==> src/rtl/ddr2_v10_1_0002_read_valid_vfifo.sv <==
// rtl/ddr2_v10_1_0002_read_valid_vfifo.sv - per-DQS-group read-valid delay FIFO
// Delays each group's read enable by a calibrated, run-time adjustable offset.
module ddr2_v10_1_0002_read_valid_vfifo #(
  parameter int MEM_READ_DQS_WIDTH   = 2,
  parameter int READ_VALID_FIFO_SIZE = 16,
  parameter int VFIFO_PTR_WIDTH      = 4
) (
  input  logic                                          phy_clk,
  input  logic                                          phy_reset,
  input  logic [MEM_READ_DQS_WIDTH-1:0]                 afi_rdata_en,
  input  logic [MEM_READ_DQS_WIDTH-1:0]                 phy_read_increment_vfifo_fr,
  input  logic [MEM_READ_DQS_WIDTH-1:0]                 phy_read_increment_vfifo_hr,
  input  logic [MEM_READ_DQS_WIDTH-1:0]                 phy_read_fifo_reset,
  input  logic [MEM_READ_DQS_WIDTH-1:0]                 phy_vfifo_rd_en_override,
  input  logic                                          wrap_flag_clear,
  output logic [MEM_READ_DQS_WIDTH-1:0]                 read_valid,
  output logic [MEM_READ_DQS_WIDTH*VFIFO_PTR_WIDTH-1:0] vfifo_offset,
  output logic [MEM_READ_DQS_WIDTH-1:0]                 vfifo_wrap
);

  localparam int W = VFIFO_PTR_WIDTH;
  localparam int S = READ_VALID_FIFO_SIZE;

  logic [W-1:0] wr_ptr;

  // Shared write pointer; S is a power of two so natural rollover is modulo S.
  always_ff @(posedge phy_clk or posedge phy_reset) begin
    if (phy_reset) begin
      wr_ptr <= '0;
    end else begin
      wr_ptr <= wr_ptr + 1'b1;
    end
  end

  for (genvar g = 0; g < MEM_READ_DQS_WIDTH; g++) begin : g_grp
    logic [S-1:0] hist_q;
    logic [W-1:0] offset_q;
    logic         wrap_q;
    logic         rv_q;
    logic [W-1:0] rd_tap;
    logic         tap_bit;
    logic [W:0]   inc;
    logic [W:0]   sum;

    // Offset 0 taps the bit being written this cycle, so take it straight from the input.
    always_comb begin
      rd_tap  = wr_ptr - offset_q;
      tap_bit = (offset_q == '0) ? afi_rdata_en[g] : hist_q[rd_tap];
      inc     = {{(W-1){1'b0}}, phy_read_increment_vfifo_hr[g], phy_read_increment_vfifo_fr[g]};
      sum     = {1'b0, offset_q} + inc;
    end

    always_ff @(posedge phy_clk or posedge phy_reset) begin
      if (phy_reset) begin
        hist_q   <= '0;
        offset_q <= '0;
        wrap_q   <= 1'b0;
        rv_q     <= 1'b0;
      end else begin
        if (phy_read_fifo_reset[g]) begin
          hist_q <= '0;
        end else begin
          hist_q[wr_ptr] <= afi_rdata_en[g];
        end
        if (phy_read_fifo_reset[g]) begin
          rv_q <= 1'b0;
        end else if (phy_vfifo_rd_en_override[g]) begin
          rv_q <= afi_rdata_en[g];
        end else begin
          rv_q <= tap_bit;
        end
        offset_q <= sum[W-1:0];
        // A wrap in the same cycle as a clear wins.
        wrap_q   <= sum[W] | (wrap_q & ~wrap_flag_clear);
      end
    end

    assign read_valid[g]            = rv_q;
    assign vfifo_wrap[g]            = wrap_q;
    assign vfifo_offset[g*W +: W]   = offset_q;
  end

endmodule

==> config.mk <==
export PLATFORM = sky130hd
export DESIGN_NAME = ddr2_v10_1_0002_read_valid_vfifo
export DESIGN_NICKNAME = d
export VERILOG_FILES = /design/src/rtl/ddr2_v10_1_0002_read_valid_vfifo.sv
export SDC_FILE = /design/constraint.sdc
export NUM_CORES = 1
export LEC_CHECK = 0
export CORE_AREA = 2 2 81 83
export CTS_CLUSTER_DIAMETER = 100
export DETAILED_ROUTE_END_ITERATION = 8
export DIE_AREA = 0 0 83 85
export HOLD_SLACK_MARGIN = 0.03
export SYNTH_ARGS = -nofsm -noshare
export SYNTH_HDL_FRONTEND = slang
export SYNTH_SLANG_ARGS = --single-unit
==> constraint.sdc <==
create_clock -name phy_clk -period 3.4 [get_ports phy_clk]
set_clock_uncertainty 0.05 [all_clocks]
set_input_delay 0.34 -clock phy_clk [delete_from_list [all_inputs] [get_ports phy_clk]]
set_output_delay 0.34 -clock phy_clk [all_outputs]
set_load 0.05 [all_outputs]
Yosys cells after proc, flatten, opt, wreduce, memory -nomap -nowiden
Cells that the tools add are included.
- bits of input ports: 13
- register bits after elaboration: 48
- output and inout port bits: 12
- reductions and logical operators: 3
- add/sub/neg operators: 5
- bitwise logic cells: 5
- magnitude comparators: 4
- mux-type cells: 16
- operators with widths (kind ; number):
    bitwise mux 16 bit ; 2
    2-to-1 mux 16 bit ; 2
    < comparator 4 x 5 -> 1 bit (second input constant) ; 3
    adder 4 x 2 -> 5 bit ; 2
    2-to-1 mux 1 bit ; 9
    binary-select mux 1 bit (select 4 bit) ; 2
    zero test 4 bit ; 2
    subtractor 4 bit ; 2
    adder 4 x 1 -> 4 bit (second input constant) ; 1
    demux 1 bit (select 4 bit) ; 1
    greater-or-equal comparator 4 x 1 -> 1 bit (second input constant) ; 1
    AND 1 bit ; 2
    OR 1 bit ; 2
    logical AND 1 bit ; 1
    NOT 1 bit ; 1

Longest topological paths before layout
- word-level depth: 6
- mapped depth: 10
- gate-level depth less buffers: 9

Worst setup path before layout
Ideal clock, no wire load.
- path kind: register to register
- from: register g_grp[1].offset_q[1]
- to: register g_grp[1].rv_q
- stages on the path, launching flop included: 7
- data arrival time: 2.343 ns
- buffers on the path: 1
- library setup time: 0.134 ns
- setup slack: 0.873 ns
- cells stage by stage: dfrtp_1 -> inv_1 -> fa_1 -> clkbuf_2 -> mux4_2 -> o211ai_2 -> o211ai_2
- longest elaborated chain between the ends: 6
- elaborated cells on any way between the ends: 7
- those cells by class: add/sub: 1; mux: 5; reduce/logical: 1
- RTL lines (element ; RTL line ; source):
    start: declaration ; 37 ; logic [W-1:0] offset_q;
    start signal: assignment ; 72 ; offset_q <= sum[W-1:0];
    subtractor 4 bit ; 47 ; rd_tap = wr_ptr - offset_q;
    binary-select mux 1 bit (select 4 bit) ; 48 ; tap_bit = (offset_q == '0) ? afi_rdata_en[g] : hist_q[rd_tap];
    2-to-1 mux 1 bit (not written as such) ; 48 ;
    2-to-1 mux 1 bit * ; 48 ;
    2-to-1 mux 1 bit * ; 67 ; end else if (phy_vfifo_rd_en_override[g]) begin
    2-to-1 mux 1 bit * ; 65 ; if (phy_read_fifo_reset[g]) begin
    end signal: assignment ; 68 ; rv_q <= afi_rdata_en[g];
    end signal: assignment ; 70 ; rv_q <= tap_bit;
    end: declaration ; 39 ; logic rv_q;
Mark *: on every way between the ends. The rest lies on a longest branch, timed or not. The select of a mux whose other input is x is not followed.

Worst setup path in the final report
- from: register wr_ptr[0]
- to: register g_grp[0].rv_q
- longest elaborated chain between the ends: 6
- RTL lines (element ; RTL line ; source):
    start: declaration ; 24 ; logic [W-1:0] wr_ptr;
    start signal: assignment ; 31 ; wr_ptr <= wr_ptr + 1'b1;
    subtractor 4 bit ; 47 ;
    binary-select mux 1 bit (select 4 bit) ; 48 ;
    2-to-1 mux 1 bit (not written as such) ; 48 ;
    2-to-1 mux 1 bit ; 48 ;
    2-to-1 mux 1 bit ; 67 ;
    2-to-1 mux 1 bit ; 65 ;
    end signal: assignment ; 68 ;
    end signal: assignment ; 70 ;
    end: declaration ; 39 ;
Every way passes these cells. The select of a mux whose other input is x is not followed.

==> summary.txt <==
Clock network
  – H-tree Lvls: 2
  – CTS Sinks: between 40 and 50
  – CTS tree: built
  – Clk slew on worst S/H paths: 100 ps
  – Max Buffers Root-to-Sink: 2
  – Num CTS Buffers: 5
  – Worst-skew pair later-pin latency: 310 ps
  – Post-CTS Hold Buffers: 0
  – Post-cts resize count: 0
  – Root buffer cell: clkbuf_8
  – Post-CTS Setup Inserts: 0

Min path
  – Type of the worst min-delay path: flop to flop

Placement
  – DP Area: between 2000 and 3000 sq um
  – Post-DP HPWL: ~4.1 mm
  – Final GP Congestion: 0.824
  – Pre-CTS setup slack: 911 ps
  – PortBufs: 24
  – Placed Cells: 354

Die
  – Die Height: about 85 um
  – Die area: just over 7000 sq um
  – Std cell rows: 29
  – Total core area: between 6000 and 7000 sq um
  – Die Wd: between 80 and 90 um
  – Initial cell density of the core: about 44%
  – Ports: 25

Setup path
  – Type of origin of the critical path: flop
  – Crit end category: flop
  – Worst Path Arrival: about 2700 ps
  – CP required: about 3500 ps
  – Peak fanout along the critical path: 8
  – CP Cell Sequence: inv_1, ha_1, inv_1, fa_1, mux4_2, o211ai_2, o211ai_2
  – Type of the worst setup path: flop to flop
  – Worst path buffer plus inverter count: 2
  – CP max stage delay: 720 ps
  – CP top delay family: adder cells
  – CP max stage cell: fa_1

Timing
  – RSZ-0062 raised after global routing: no
  – Setup TNS: 0 ps
  – Final min period: around 2500 ps
  – Period Utilization, post-route: between 70% and 80%
  – Achievable Freq: between 0.3 and 0.4 GHz
  – Hold Slack: about 470 ps
  – Final Hold Viols: 0
  – Setup WS post-layout: 880 ps
  – Pins Over Slew Limit: 0
  – Slew @ Worst Pin: a little over 1000 ps
  – Slew margin rel.: between 30% and 40%
  – Setup Viol. Count Final: 0

Logic synthesis
  – #FFs+latches synth: 48
  – Mapped cell area: around 2700 sq um
  – Netlist cell types: 30
  – Synthesis Warnings: 0
  – Syn Area/Cell: ~10 sq um
  – Syn_nets: between 300 and 400
  – Post-Synthesis Cells: between 200 and 300
  – Ranking of synthesized cells by area: dfrtp_1, ha_1, mux2i_1
  – Area share of the largest cell type after synthesis: between 40 and 50%
  – Leading area contributor after synthesis: dfrtp_1
  – Register area share after synthesis: approximately 44%

Finish
  – Diodes inserted: 0
  – Final nets: 315
  – Synth-to-Final Area Change: 12.4%
  – Footprint of the multi-input gates: between 1000 and 1500 sq um
  – Most frequent cells in the layout: dfrtp_1, nand2_1, nand3_1
  – Most common cell after layout, fill and taps aside: dfrtp_1
  – Register area: 1200 sq um
  – Non-Filler Instances: about 360
  – Fill count: ~600
  – Cell area after layout: roughly 3000 sq um
  – Share of post-route cells with drive strength above 1: 6.32%

Drt
  – Drc violations: 0
  – DRT iter0 DRCs: 140
  – Avg WL per Cell: 15.9 um
  – Avg Vias per Cell: between 5 and 6
  – Routed Antenna Nets: 0
  – Via count: between 1500 and 2000
  – Routed WL: ~5.8 mm
  – Pre-antenna DRT Iters: 4

Global route
  – GR Util met1: 23.7%
  – First-pass GRT wire length: roughly 9.8 mm
  – Remaining Overflow, GRT: 0
  – Met2 usage: 28.2%
  – Gr usage total: between 15 and 20%
  – Met3 Track Usage GR: under 10%
  – Vias in the first global route: around 2000
  – Initial antenna violation count: 0
  – Gr busiest metal: met2
  – Largest net degree at the start of global routing: 49

Pwr
  – Pwr per Cell Area: around 690 nW/um^2
  – Leak Pwr: ~0.0014 uW
  – Peak supply drop: between 400 and 500 uV

Run
  – Max Cap Viol: 0

Run status
  – Status: complete, no violations
-- Yosys cell counts --
| cell type | n |
|---|---|
| inv_1 | 19 |
| o22ai_1 | 2 |
| o211ai_2 | 4 |
| mux2i_1 | 14 |
| xor2_1 | 7 |
| nand3_1 | 27 |
| a21o_1 | 2 |
| a21oi_1 | 24 |
| buf_6 | 2 |
| ha_1 | 14 |
| buf_4 | 4 |
| o21ai_0 | 2 |
| nor2b_1 | 6 |
| or3_1 | 2 |
| nand2_1 | 35 |
| o21ai_1 | 2 |
| nand3b_1 | 1 |
| clkbuf_2 | 1 |
| nor4_1 | 2 |
| a2111oi_0 | 4 |
| xnor2_1 | 7 |
| a31oi_1 | 2 |
| and2b_1 | 2 |
| mux4_2 | 4 |
| dfrtp_1 | 48 |
| a311oi_1 | 4 |
| clkbuf_1 | 11 |
| buf_2 | 5 |
| fa_1 | 4 |
| nor2_1 | 13 |
-- final timing paths --
path / to / slack [ps] / depth (start not counted) / startpoint
min in group asynchronous: wr_ptr[3]$_DFF_PP0_ / 550 / 2 / phy_reset
max: g_grp[0].rv_q$_DFF_PP0_ / 880 / 7 / wr_ptr[0]$_DFF_PP0_
max reg2reg: g_grp[0].rv_q$_DFF_PP0_ / 880 / 7 / wr_ptr[0]$_DFF_PP0_
min: g_grp[0].hist_q[10]$_DFFE_PP0P_ / 470 / 2 / g_grp[0].hist_q[10]$_DFFE_PP0P_
min reg2reg: g_grp[0].hist_q[10]$_DFFE_PP0P_ / 470 / 2 / g_grp[0].hist_q[10]$_DFFE_PP0P_
max in group asynchronous: g_grp[0].hist_q[10]$_DFFE_PP0P_ / 2110 / 2 / phy_reset
-- layer usage --
| metal | up-vias | part of all wire, % |
|---|---|---|
| met3 | 10 | 3.1 |
| li1 | 951 | - |
| met5 | - | 0 |
| met2 | 36 | 46 |
| met1 | 964 | 49 |
| met4 | 0 | 2.2 |
-- registers in the layout, indices dropped and copies added, names as in the netlist --
signal,flops
wr_ptr,4
g_grp.offset_q,8
g_grp.wrap_q,2
g_grp.rv_q,2
g_grp.hist_q,32
-- through the flow --
stage,utilization (%),power [uW]
2_1_floorplan,-,1460
3_3_place_gp,47.3,1670
3_5_place_dp,47.3,1690
4_1_cts,49.0,2100
5_1_grt,49.0,2210
6_report,49.0,2080
-- report_power, final --
group,switching [uW],internal [uW]
sequential,80.5,646
combinational,583,358
clock,197,219
-- worst register-to-register path, delay by kind of cell (launching register included) --
kind	cells	cell delay [ps]
multiplexers	1	560
flip-flops	1	420
AO/OA/AOI/OAI	2	260
adder cells (fa/ha/maj)	2	900
buffers and inverters	2	220
-- cell families after synthesis --
family,Yosys count,synth area share (%)
AND/OR/NAND/NOR,88,14.8
flip-flops,48,44.4
AO/OA/AOI/OAI,46,11.1
buffers and inverters,42,7.22
multiplexers,18,8.51
adder cells (fa/ha/maj),18,9.44
XOR/XNOR,14,4.53
-- final cells by class --
cell class                      count  share of cell area [%]
Tap cell                           77                    3.17
Timing Repair Buffer               26                    8.40
Clock buffer                        6                    2.39
Inverter                           19                    2.35
Sequential cell                    48                    39.5
Multi-Input combinational cell    184                    43.0
Clock inverter                      2                    1.15
No activity file was read; power rests on OpenSTA's default activity.
